===== config.mk =====
export PLATFORM = sky130hd
export DESIGN_NAME = systolic_seq_ctrl
export DESIGN_NICKNAME = d
export VERILOG_FILES = /design/src/rtl/systolic_pkg.sv /design/src/rtl/skew_line.sv /design/src/rtl/systolic_seq_ctrl.sv
export SDC_FILE = /design/constraint.sdc
export NUM_CORES = 1
export LEC_CHECK = 0
export BUFFER_PORTS_ARGS = -buffer_cell sky130_fd_sc_hd__buf_2
export CAP_MARGIN = 15
export CORE_MARGIN = 5
export CORE_UTILIZATION = 56
export CTS_CLUSTER_DIAMETER = 50
export DETAILED_ROUTE_END_ITERATION = 8
export GPL_ROUTABILITY_DRIVEN = 0
export PLACE_DENSITY = 0.77
export SKIP_LAST_GASP = 1
export SLEW_MARGIN = 20
export SYNTH_ARGS = -nofsm -noshare
export SYNTH_HDL_FRONTEND = slang
export SYNTH_SLANG_ARGS = --single-unit

===== constraint.sdc =====
create_clock -name clk -period 2 [get_ports clk]
set_input_delay 0 -clock clk [delete_from_list [all_inputs] [get_ports clk]]
set_output_delay 0 -clock clk [all_outputs]
set_load 0.02 [all_outputs]

===== src/rtl/systolic_pkg.sv =====
// systolic_pkg: constants shared by the systolic sequencer slice.
//   - default array geometry (N_DEF, DEPTH_DEF) and the resulting beat latency
//   - FSM state encodings
//   - cnt_w(): width of a counter that has to hold 0..l
package systolic_pkg;

  localparam int N_DEF     = 8;
  localparam int DEPTH_DEF = 8;
  // Every bit sees j skew + DEPTH array + (N-1-j) deskew stages.
  localparam int L_DEF     = DEPTH_DEF + N_DEF - 1;

  typedef logic [2:0] state_t;

  localparam logic [2:0] ST_IDLE  = 3'd0;
  localparam logic [2:0] ST_CLEAR = 3'd1;
  localparam logic [2:0] ST_FEED  = 3'd2;
  localparam logic [2:0] ST_DRAIN = 3'd3;
  localparam logic [2:0] ST_DONE  = 3'd4;

  function automatic int cnt_w(input int l);
    return (l < 1) ? 1 : $clog2(l + 1);
  endfunction

endpackage


===== src/rtl/skew_line.sv =====
// skew_line: 1-bit delay line of STAGES registers that only shift on en.
//   clk, rst_n : clock, async active-low reset
//   en         : advance the line by one stage
//   clr        : synchronous clear of every stage (wins over en)
//   d, q       : line input / output; STAGES == 0 makes q a plain wire
module skew_line #(
  parameter int STAGES = 1
) (
  input  logic clk,
  input  logic rst_n,
  input  logic en,
  input  logic clr,
  input  logic d,
  output logic q
);

  generate
    if (STAGES == 0) begin : g_wire
      assign q = d;
      logic unused;
      assign unused = &{1'b0, clk, rst_n, en, clr};
    end else begin : g_line
      logic [STAGES-1:0] sr;
      always_ff @(posedge clk or negedge rst_n) begin
        if (!rst_n) begin
          sr <= '0;
        end else if (clr) begin
          sr <= '0;
        end else if (en) begin
          sr[0] <= d;
          for (int i = 1; i < STAGES; i++) sr[i] <= sr[i-1];
        end
      end
      assign q = sr[STAGES-1];
    end
  endgenerate

endmodule


===== src/rtl/systolic_seq_ctrl.sv =====
// systolic_seq_ctrl: job sequencer for an N-wide, DEPTH-deep array of 1-bit
// registered cells. Per job it clears the array, takes `len` beats over
// valid/ready, skews them onto the columns, drains, and deskews results.
//   start/len          : job request (sampled in IDLE), beat count
//   in_valid/in_ready  : input beat handshake, in_data the vector
//   arr_in/arr_en/arr_clr/arr_out : array-side column data, enable, clear
//   out_valid/out_data : aligned output pulse and vector (no backpressure)
//   busy/done          : not-IDLE flag, one-cycle job-complete pulse
module systolic_seq_ctrl
  import systolic_pkg::*;
#(
  parameter int N     = N_DEF,
  parameter int DEPTH = DEPTH_DEF,
  parameter int LEN_W = 4
) (
  input  logic             clk,
  input  logic             rst_n,
  input  logic             start,
  input  logic [LEN_W-1:0] len,
  input  logic             in_valid,
  output logic             in_ready,
  input  logic [N-1:0]     in_data,
  output logic [N-1:0]     arr_in,
  output logic             arr_en,
  output logic             arr_clr,
  input  logic [N-1:0]     arr_out,
  output logic             out_valid,
  output logic [N-1:0]     out_data,
  output logic             busy,
  output logic             done
);

  localparam int L  = DEPTH + N - 1;
  localparam int CW = cnt_w(L);

  state_t           state;
  logic [LEN_W-1:0] rem;
  logic [CW-1:0]    dcnt;
  logic             accept;
  logic [N-1:0]     gin;
  logic             tok_q;

  assign in_ready = (state == ST_FEED);
  assign accept   = in_valid & in_ready;
  // Everything downstream holds on FEED bubbles; DRAIN always advances.
  assign arr_en   = accept | (state == ST_DRAIN);
  assign arr_clr  = (state == ST_CLEAR);
  assign busy     = (state != ST_IDLE);
  assign done     = (state == ST_DONE);
  // Gating with accept is also what injects zeros while draining.
  assign gin      = in_data & {N{accept}};

  always_ff @(posedge clk or negedge rst_n) begin
    if (!rst_n) begin
      state <= ST_IDLE;
      rem   <= '0;
      dcnt  <= '0;
    end else begin
      case (state)
        ST_IDLE: if (start) begin
          rem   <= len;
          state <= ST_CLEAR;
        end
        ST_CLEAR: begin
          dcnt  <= '0;
          state <= (rem != '0) ? ST_FEED : ST_DONE;
        end
        ST_FEED: if (accept) begin
          rem <= rem - 1'b1;
          if (rem == LEN_W'(1)) begin
            dcnt  <= '0;
            state <= ST_DRAIN;
          end
        end
        ST_DRAIN: begin
          dcnt <= dcnt + 1'b1;
          if (dcnt == CW'(L - 1)) state <= ST_DONE;
        end
        ST_DONE: state <= ST_IDLE;
        default: state <= ST_IDLE;
      endcase
    end
  end

  // Column j: j stages in, N-1-j stages out, so every bit totals L.
  for (genvar j = 0; j < N; j++) begin : g_col
    skew_line #(.STAGES(j)) u_skew (
      .clk(clk), .rst_n(rst_n), .en(arr_en), .clr(arr_clr),
      .d(gin[j]), .q(arr_in[j])
    );
    skew_line #(.STAGES(N - 1 - j)) u_deskew (
      .clk(clk), .rst_n(rst_n), .en(arr_en), .clr(arr_clr),
      .d(arr_out[j]), .q(out_data[j])
    );
  end

  skew_line #(.STAGES(L)) u_token (
    .clk(clk), .rst_n(rst_n), .en(arr_en), .clr(arr_clr),
    .d(accept), .q(tok_q)
  );

  // A token parked in the last stage only counts on a cycle that advances.
  assign out_valid = tok_q & arr_en;

endmodule


==> impl_metrics.yaml <==
run:
  cap_violations: 0
sta:
  slew_viol_final: 0
  fin_setup_tns_ns: 0
  fin_skew_ns: 0.0129
  rsz0062_at_grt: "no"
  final_period_minus_worst_setup_slack_ns: 1.88
  relSlewSlack: 0.614
  hold_viol: 0
  finalSetupViolCount: 0
  maxClockFrequency_mhz: 532
  fin_crit_sh: 0.940
  tightest_slew_ns: 0.578
drt:
  wl_per_cell_um: 15.7
  drt_iter0_drc: 239
  firstDrtPassIters: 4
  vias: 3211
  drt-total-wl_mm: 8.70
  drc: 0
  avgViaCountPerCell: 5.81
  final_antenna_net_count: 0
finish:
  fin_area_mm2: 0.00455
  antennaDiodeCount: 0
  syn_to_final_growth_pct: 13.8
  nNetsFinal: 480
  drive_gt1_frac: 0.177
  stdcell_count: 553
die:
  ios: 46
  core_region_area_mm2: 0.00687
  die_area_mm2: 0.00892
  rows: 30
  dieWidth_um: 94.5
  die_y_um: 94.5
  start_util: 0.582
pwr:
  switchingPower_mw: 2.35
  internal_power_mw: 3.87
  power_density_mw_per_mm2: 1370
  peakVddDrop_mv: 0.668
  pwr-share-clk: 0.200
  p_sw_frac: 0.377
  combPwrFrac: 0.360
  leakage_nw: 2.05
  pwr-share-seq: 0.440
clock_tree:
  clockBufferDepth: 2
  htree_levels: 3
  clk_pin_slew_ns: 0.08
  clk_latency_ns: 0.35
  cts_tree: "yes"
  cts_sinks: 82
  cts_buffers: 9
  cts_root_buf: "clkbuf_8"
synth:
  syn_area_mm2: 0.00400
  synth.distinct_cells: 44
  yosys.area.top_type: "dfrtp_1"
  synth_edf_count: 0
  syn_inst: 423
  postSynthAreaPerCell_um2: 9.44
  async_reset_ff_frac: 1.00
  synth-seq-cells: 82
  syn_nets: 451
  synth_top_cell_area_share: 0.514
  synth_seq_area_share: 0.514
  synth_warnings: 0
  synth_area_leaders: "dfrtp_1 (51%), a21oi_1 (8.4%), nand3_1 (8.0%)"
  synth_flop_cell: "dfrtp_1"
worst_hold_path:
  holdCritPathClass: "input pin to output pin"
  holdPathEnd: "out_data[7]"
  hp-start: "arr_out[7]"
  whs_path_depth: 0
worst_setup_path:
  critical_path.max_fanout: 32
  critPathRequiredTime_ns: 2.00
  r2r_setup_slack_ns: 0.37
  worst_setup_path_start_kind: "register"
  rr_startpoint: "state[1]"
  worstSetupPathType: "register to output pin"
  cp.arrival_ns: 1.88
  rr_worst_depth: 4
  worst_setup_path_end_kind: "output pin"
  timing.rr.end: "dcnt[2]"
place:
  dp_hpwl_mm: 5.02
  dpl_cell_area_mm2: 0.00413
  placed_cells: 518
  port_buffers: 43
global_routing:
  grt_pass1_vias: 3068
  grt_overflow_total: 0
  grt_start_max_net_pins: 66
  grt_pass1_wl_mm: 14.4
  antenna_found_initial: 0
  grt_usage: 0.201
outcome:
  outcome: "completed"
routing by layer:
layer	global-route usage	share of wire
met5	0	0
met2	0.317	0.48
met4	0.0709	0.014
met1	0.282	0.46
met3	0.0367	0.050
critical path, stage by stage (launching register included):
cell	delay, ns
dfrtp_2	0.50
buf_4	0.21
nand2b_1	0.22
nor2_4	0.20
buf_12	0.22
buf_2	0.20
layout by cell type, fill, tap and decap left out, types with 2 or more instances in the layout:
cell           instances
dfrtp_1               81
a21oi_1               67
nand3_1               64
o21ai_0               63
buf_2                 42
dlygate4sd3_1         18
inv_1                 11
o21ai_1               11
clkbuf_8              10
nand2_1                8
buf_4                  7
nor2_1                 6
a22oi_1                5
buf_12                 5
and3_1                 4
mux2i_1                4
ha_1                   4
or2_2                  3
a22o_1                 3
nand2b_1               2
nor2_4                 2
or3_1                  2
nor3b_1                2
o211ai_1               2
nor4bb_1               2
nor2b_1                2
clkinv_4               2
inv_6                  2
through the flow:
stage / hold slack [ns] / worst slack (ns) / utilization / power [mW]
after floorplan: -0.296 / 0.609 / - / 4.53
after global placement: -0.0448 / 0.401 / 0.601 / 4.83
after detailed placement: -0.0454 / 0.312 / 0.601 / 4.95
after CTS: 0.000236 / 0.00960 / 0.658 / 6.23
after global routing: 0.0000305 / 0.0241 / 0.662 / 6.68
final: 0.00000882 / 0.120 / 0.662 / 6.22
worst max-delay path by stage:
stage | startpoint | endpoint | slack, ns
floorplan | rem[0] | state[1] | 0.61
global placement | state[2] | g_col[5].u_skew.g_line.sr[1] | 0.40
detailed placement | state[2] | u_token.g_line.sr[6] | 0.31
CTS | state[2] | arr_clr | 0.01
global route | state[2] | arr_clr | 0.02
finish | state[2] | arr_clr | 0.12
cells in the mapped netlist, types with 5 or more instances:
cell	count
buf_2	19
buf_4	17
a21oi_1	67
dfrtp_1	82
nand2_1	8
nor2_1	6
clkbuf_1	8
inv_1	11
buf_6	8
o21ai_1	11
nand3_1	64
o21ai_0	63
a22oi_1	5
kinds of logic (layout without fill, tap and decap cells):
logic type / after synthesis / after routing / share of synthesized area
AOI/OAI and AO/OA: 161 / 161 / 0.216
and+or+nand+nor: 106 / 106 / 0.148
DFF: 82 / 82 / 0.514
buffers and inverters: 66 / 100 / 0.0999
adders and majority gates: 4 / 4 / 0.0125
muxes: 4 / 4 / 0.0100
sequential cells by signal (all words and copies together), names as in the netlist:
| signal | cells |
|---|---|
| dcnt | 4 |
| g_col.u_deskew.g_line.sr | 27 |
| g_col.u_deskew.q | 1 |
| g_col.u_skew.g_line.sr | 27 |
| g_col.u_skew.q | 1 |
| rem | 4 |
| state | 3 |
| u_token.g_line.sr | 15 |
repair_timing:
| item | 4_1_cts | 5_1_grt |
|---|---|---|
| hold buffers | 18 | 0 |
| endpoints found under the hold margin | 79 | 0 |
| setup endpoints to repair | 0 | 3 |
| gates resized for setup | 0 | 1 |
| buffers inserted | 0 | 0 |
power groups by stage:
stage	Sequential, mW	Clock [mW]	Combinational (mW)
after detailed placement	2.75	0	2.20
final	2.74	1.24	2.24
after CTS	2.72	1.27	2.23
after floorplan	2.64	0	1.89
after global placement	2.71	0	2.12
after global routing	2.82	1.34	2.52
final cells by class:
class | instances | area [µm²]
multi-input cells | 275 | 1550
fillers | 571 | 2320
repair buffers | 73 | 568
inverters | 11 | 41.3
well taps | 96 | 120
flip-flops and latches | 82 | 2050
clock buffers | 10 | 138
clock inverters | 6 | 72.6
No activity file was read; power rests on OpenSTA's default activity.
